<file path="config.mk">
export PLATFORM = sky130hd
export DESIGN_NAME = path_stack_replay
export DESIGN_NICKNAME = d
export VERILOG_FILES = /design/src/rtl/path_stack_replay.sv
export SDC_FILE = /design/constraint.sdc
export NUM_CORES = 1
export LEC_CHECK = 0
export ABC_CLOCK_PERIOD_IN_PS = 7300
export CORE_MARGIN = 2
export CORE_UTILIZATION = 50
export CTS_BUF_LIST = sky130_fd_sc_hd__clkbuf_4 sky130_fd_sc_hd__clkbuf_8 sky130_fd_sc_hd__clkbuf_16
export CTS_CLUSTER_SIZE = 30
export DETAILED_ROUTE_END_ITERATION = 8
export GPL_ROUTABILITY_DRIVEN = 1
export PLACE_DENSITY_LB_ADDON = 0.05
export SLEW_MARGIN = 20
export SYNTH_ARGS = -nofsm -noshare
export SYNTH_HDL_FRONTEND = slang
export SYNTH_SLANG_ARGS = --single-unit
</file>
<file path="constraint.sdc">
create_clock -name clk -period 7.3 [get_ports clk]
set_input_delay 1.46 -clock clk [delete_from_list [all_inputs] [get_ports clk]]
set_output_delay 1.46 -clock clk [all_outputs]
set_load 0.01 [all_outputs]
</file>
<file path="src/rtl/path_stack_replay.sv">
`default_nettype none
// ============================================================================
// Module   : path_stack_replay
// Brief    : DFS move-path stack with forward/reverse timed replay.
// Revision : 1.0
// ============================================================================
module path_stack_replay #(
    parameter int DEPTH       = 256,
    parameter int STEP_CYCLES = 2,
    localparam int PTR_W      = $clog2(DEPTH + 1)
) (
    input  logic             clk,
    input  logic             rst,
    input  logic             clear,
    input  logic             push,
    input  logic [1:0]       push_move,
    input  logic             pop,
    output logic [1:0]       top_move,
    output logic [PTR_W-1:0] count,
    output logic             empty,
    output logic             full,
    output logic             overflow,
    output logic             underflow,
    input  logic             run,
    input  logic             reverse,
    output logic [1:0]       move,
    output logic             move_valid,
    output logic             replay_busy,
    output logic             replay_done
);

    localparam int ADDR_W = (DEPTH > 1) ? $clog2(DEPTH) : 1;
    localparam int STEP_W = (STEP_CYCLES > 1) ? $clog2(STEP_CYCLES) : 1;
    localparam logic [STEP_W-1:0] c_step_last = STEP_W'(STEP_CYCLES - 1);
    localparam logic [PTR_W-1:0]  c_depth     = PTR_W'(DEPTH);
    localparam logic [PTR_W-1:0]  c_one       = PTR_W'(1);

    typedef enum logic [0:0] {
        S_IDLE   = 1'b0,
        S_REPLAY = 1'b1
    } state_t;

    state_t              r_state;
    logic [1:0]          r_mem [DEPTH];
    logic [PTR_W-1:0]    r_count;
    logic [PTR_W-1:0]    r_idx;
    logic [STEP_W-1:0]   r_step;
    logic                r_dir;
    logic                r_last;
    logic                r_ovf;
    logic                r_unf;
    logic [1:0]          r_move;
    logic                r_move_valid;
    logic                r_done;

    logic                w_empty;
    logic                w_full;
    logic [PTR_W-1:0]    w_top_ptr;
    logic                w_idle_cmd;
    logic                w_replace;
    logic                w_we;
    logic [ADDR_W-1:0]   w_waddr;
    logic [1:0]          w_rd;
    logic                w_end;

    assign w_empty    = (r_count == '0);
    assign w_full     = (r_count == c_depth);
    assign w_top_ptr  = r_count - c_one;
    assign w_idle_cmd = (r_state == S_IDLE) && !clear && !run;
    // push+pop on a non-empty stack overwrites the top in place
    assign w_replace  = push && pop && !w_empty;
    assign w_we       = w_idle_cmd && push && (w_replace || !w_full);
    assign w_waddr    = w_replace ? w_top_ptr[ADDR_W-1:0] : r_count[ADDR_W-1:0];
    assign w_rd       = r_mem[r_idx[ADDR_W-1:0]];
    assign w_end      = r_dir ? (r_idx == '0) : (r_idx == w_top_ptr);

    assign top_move    = w_empty ? 2'b00 : r_mem[w_top_ptr[ADDR_W-1:0]];
    assign count       = r_count;
    assign empty       = w_empty;
    assign full        = w_full;
    assign overflow    = r_ovf;
    assign underflow   = r_unf;
    assign move        = r_move;
    assign move_valid  = r_move_valid;
    assign replay_busy = (r_state == S_REPLAY);
    assign replay_done = r_done;

    always_ff @(posedge clk) begin
        if (w_we) begin
            r_mem[w_waddr] <= push_move;
        end
    end

    always_ff @(posedge clk or negedge rst) begin
        if (!rst) begin
            r_state      <= S_IDLE;
            r_count      <= '0;
            r_idx        <= '0;
            r_step       <= '0;
            r_dir        <= 1'b0;
            r_last       <= 1'b0;
            r_ovf        <= 1'b0;
            r_unf        <= 1'b0;
            r_move       <= 2'b00;
            r_move_valid <= 1'b0;
            r_done       <= 1'b0;
        end else begin
            r_move_valid <= 1'b0;
            r_done       <= 1'b0;
            if (clear) begin
                r_state <= S_IDLE;
                r_count <= '0;
                r_ovf   <= 1'b0;
                r_unf   <= 1'b0;
                r_last  <= 1'b0;
                r_step  <= '0;
            end else begin
                case (r_state)
                    S_IDLE: begin
                        if (run) begin
                            if (w_empty) begin
                                r_done <= 1'b1;
                            end else begin
                                r_state <= S_REPLAY;
                                r_dir   <= reverse;
                                r_idx   <= reverse ? w_top_ptr : '0;
                                r_step  <= '0;
                                r_last  <= 1'b0;
                            end
                        end else if (push && !w_replace) begin
                            if (w_full) begin
                                r_ovf <= 1'b1;
                            end else begin
                                r_count <= r_count + c_one;
                            end
                        end else if (pop && !push) begin
                            if (w_empty) begin
                                r_unf <= 1'b1;
                            end else begin
                                r_count <= r_count - c_one;
                            end
                        end
                    end
                    S_REPLAY: begin
                        // one extra cycle after the final move raises done as busy drops
                        if (r_last) begin
                            r_state <= S_IDLE;
                            r_done  <= 1'b1;
                            r_last  <= 1'b0;
                        end else if (r_step == '0) begin
                            r_move       <= r_dir ? (w_rd ^ 2'b10) : w_rd;
                            r_move_valid <= 1'b1;
                            r_step       <= c_step_last;
                            if (w_end) begin
                                r_last <= 1'b1;
                            end else if (r_dir) begin
                                r_idx <= r_idx - c_one;
                            end else begin
                                r_idx <= r_idx + c_one;
                            end
                        end else begin
                            r_step <= r_step - STEP_W'(1);
                        end
                    end
                endcase
            end
        end
    end

endmodule
`default_nettype wire

</file>
==> flow_summary.ini <==
[outcome]
status = complete, no violations

[clock_network]
holdBufCountCts = 0
cts_tree = yes
clk_pin_slew_ps = 60
clock_path_buffers = 3
cts_buffers = 57
ctsResizeCount = 0
post_cts_buffers = 0
numClockSinks = 540
htreeDepth = 2
clock_latency_ps = 630
cts_root_buffer = clkbuf_16

[timing]
max_slew_margin_pct = 31.0
maxSlewViolCount = 0
grt_setup_unrepaired = no
tightest_slew_ps = 1030
fin_crit_sh_pct = 94.6
finClkSkew_ps = 22.6
hold_viol = 0
fin_crit_ps = 6910
fmax_mhz = 145
tns_ps = 0
worst_slack_ps = 391
setup_viol = 0

[die]
die_area_mm2 = 0.0565
io_pins = 29
core_mm2 = 0.0539
die_w_um = 238
die_h_um = 238
num_rows = 85
initial_core_util_pct = 50.6

[logic_synthesis]
synth_area_leaders = edfxtp_1 56%, mux4_2 25%, nor2_1 4.2%
ys_warn_count = 0
synth_common_cells = 512 x edfxtp_1, 303 x nor2_1, 301 x mux4_2
synthSimpleGateAreaFrac_pct = 7.58
yosysMostFrequentCell = edfxtp_1
synth_top_family_by_area = multiplexers
synthAdderAreaFrac_pct = 0.486
synthesis.nets = 1709
synth_cells = 1690
syn_area_mm2 = 0.0273
yosys.area.top_type_share_pct = 56.3
synth_cell_types = 72
synth_edf_count = 512
avgSynthCellArea_um2 = 16.2
ys.flop_type = edfxtp_1
synthMuxAreaShare_pct = 26.5
yosysTopAreaCell = edfxtp_1
synth-seq-cells = 540
async_reset_ff_share_pct = 5.19
synthXorXnorAreaFrac_pct = 1.10
seq_area_frac_synth_pct = 58.9
synth_compound_area_share_pct = 2.92

[worst_setup_path]
cp-end-kind = primary output
worstSetupPathType = reg2out
worst_path_dominant_cell_family = multiplexers
arrival_ps = 5450
crit_fanout = 36
max_stage_delay_ps = 720
cpMostUsedCell = mux4_2
cp_cell_sequence = inv_1 > ha_4 > buf_12 > mux4_2 > mux4_2 > nor2b_1 > a211oi_1 > a21oi_1 > mux2i_1 > o22ai_1 > clkdlybuf4s50_1
critPathRequiredTime_ps = 5840
slowest_stage = dfrtp_4
startpoint_type = flip-flop
crit_buf_inv = 3

[route]
route.vias.total = 16700
drtPass1Iterations = 5
first_iter_violations = 2039
wl_mm = 79.1
wire_per_inst_um = 32.7
drcViolationCount = 0
vias_per_cell = 6.89
drtAntennaViolNets = 0

[power]
clock_power_share_pct = 21.7
switching_share_pct = 40.2
pwr-share-comb_pct = 49.9
switchingPower_w = 0.00539
pwr-share-seq_pct = 28.4
powerDensity_mw_per_mm2 = 444
internal-power_w = 0.00800
static-leakage-power_nw = 9.13
ir_drop_mv = 0.393

[global_routing]
grt_pass1_wl_mm = 117
grt_overflow = 0
track_usage_pct = 28.6
grt_max_degree = 126
antenna_found_initial = 3
grt_pass1_vias = 16700

[place]
place_congestion = 0.838
portBuffers = 28
dpl-instance-area_mm2 = 0.0283
dpl.hpwl_mm = 49.1
dp_slack_ps = 1090

[job]
drv_cap = 0

[layout]
n_antenna_cell = 0
fillers = 4251
area.growth.synth_to_final_pct = 10.5
post-route-util_pct = 55.9
drive_gt1_share_pct = 27.5
final_area_mm2 = 0.0302
nets = 1693

[worst_hold_path]
hp-class = reg2reg
-- metrics by stage --
stage	power [W]	instances	hold slack, ps
after floorplan	0.00811	1690	513
after global placement	0.0104	2310	474
after detailed placement	0.0105	2310	474
after CTS	0.0134	2416	488
after global routing	0.0139	2417	539
final	0.0134	2417	483
-- logic make-up (layout without fill, tap and decap cells) --
kind of cell / count (synthesis) / after routing
DFF: 540 / 540
and+or+nand+nor: 484 / 484
muxes: 347 / 347
buffers and inverters: 159 / 190
AOI/OAI and AO/OA: 118 / 118
xor gates and xnor gates: 32 / 32
adders and majority gates: 10 / 10
-- power by group through the flow --
stage / clock (W) / sequential, W / combinational (W)
CTS: 0.00294 / 0.00380 / 0.00661
finish: 0.00290 / 0.00380 / 0.00668
detailed placement: 0 / 0.00387 / 0.00659
floorplan: 0 / 0.00360 / 0.00451
global placement: 0 / 0.00386 / 0.00656
global route: 0.00307 / 0.00382 / 0.00704
-- state kept, by name, indices dropped and copies added, names as in the netlist --
signal / flops
r_mem: 512
count: 9
r_idx: 9
move: 2
move_valid: 1
overflow: 1
r_dir: 1
r_last: 1
r_step: 1
replay_busy: 1
replay_done: 1
underflow: 1
-- path summary, 6_finish.rpt --
check / to / slack [ps] / from / depth (start not counted)
setup / recovery: top_move[1] / 390 / count[0]$_DFFE_PN0P_ / 11
hold / removal: move[1]$_DFFE_PN0P_ / 480 / move[1]$_DFFE_PN0P_ / 2
setup reg to reg: r_mem[155][1]$_DFFE_PP_ / 2320 / count[0]$_DFFE_PN0P_ / 10
hold reg to reg: move[1]$_DFFE_PN0P_ / 480 / move[1]$_DFFE_PN0P_ / 2
max in group asynchronous: r_idx[1]$_DFFE_PN0P_ / 5740 / rst / 2
min in group asynchronous: count[8]$_DFFE_PN0P_ / 1250 / rst / 2
-- worst reg2reg max path, stage by stage (launching register included) --
cell and delay [ps]:
dfrtp_4 670, inv_1 260, ha_4 230, or4b_1 570, or4_1 680, and2_4 240, nand2_1 80, xnor2_1 340
nor2b_1 600, nand2b_1 590, nor2_1 410
-- metal layers --
layer	wire length (µm)	share of wire, %	vias to the layer above	track usage [%]
li1	-	-	6768	-
met1	32600	41	8827	42.0
met5	27	0.034	-	0
met4	2230	2.8	4	8.44
met2	37100	47	915	43.9
met3	7150	9.0	139	5.75
-- cell usage in the layout (no fill, tap or decap), types with 4 or more instances in the layout --
master           count
xnor2_1             24
nand2_2              7
o2111ai_1            5
clkinv_1            10
nor2b_1              8
edfxtp_1           512
nand3_1             28
nor4_1               4
clkinvlp_4           8
dfrtp_1             24
mux2_2               6
nand4_1              7
a21oi_1             34
o21ai_0             16
nand2_1             68
o22ai_1             14
mux4_2             301
clkdlybuf4s50_1     26
clkbuf_16           57
buf_4               28
nand2b_1            10
ha_1                 8
clkbuf_8             4
nor3_1              13
mux2i_1             40
or3_1                9
buf_12               5
and3_1               4
bufinv_16            4
and2_1               6
clkinv_2            12
clkbuf_4             6
a211oi_1             6
a22oi_1              8
nor2_1             303
inv_1               19
-- layout make-up --
class | instances | area [µm²] | area share [%]
Clock buffer | 67 | 1530 | 5.06
Clock inverter | 39 | 335 | 1.11
Inverter | 22 | 82.6 | 0.274
Multi-Input combinational cell | 991 | 10600 | 35.3
Sequential cell | 540 | 16100 | 53.3
Tap cell | 696 | 871 | 2.89
Timing Repair Buffer | 62 | 621 | 2.06
No activity file was read; power rests on OpenSTA's default activity.
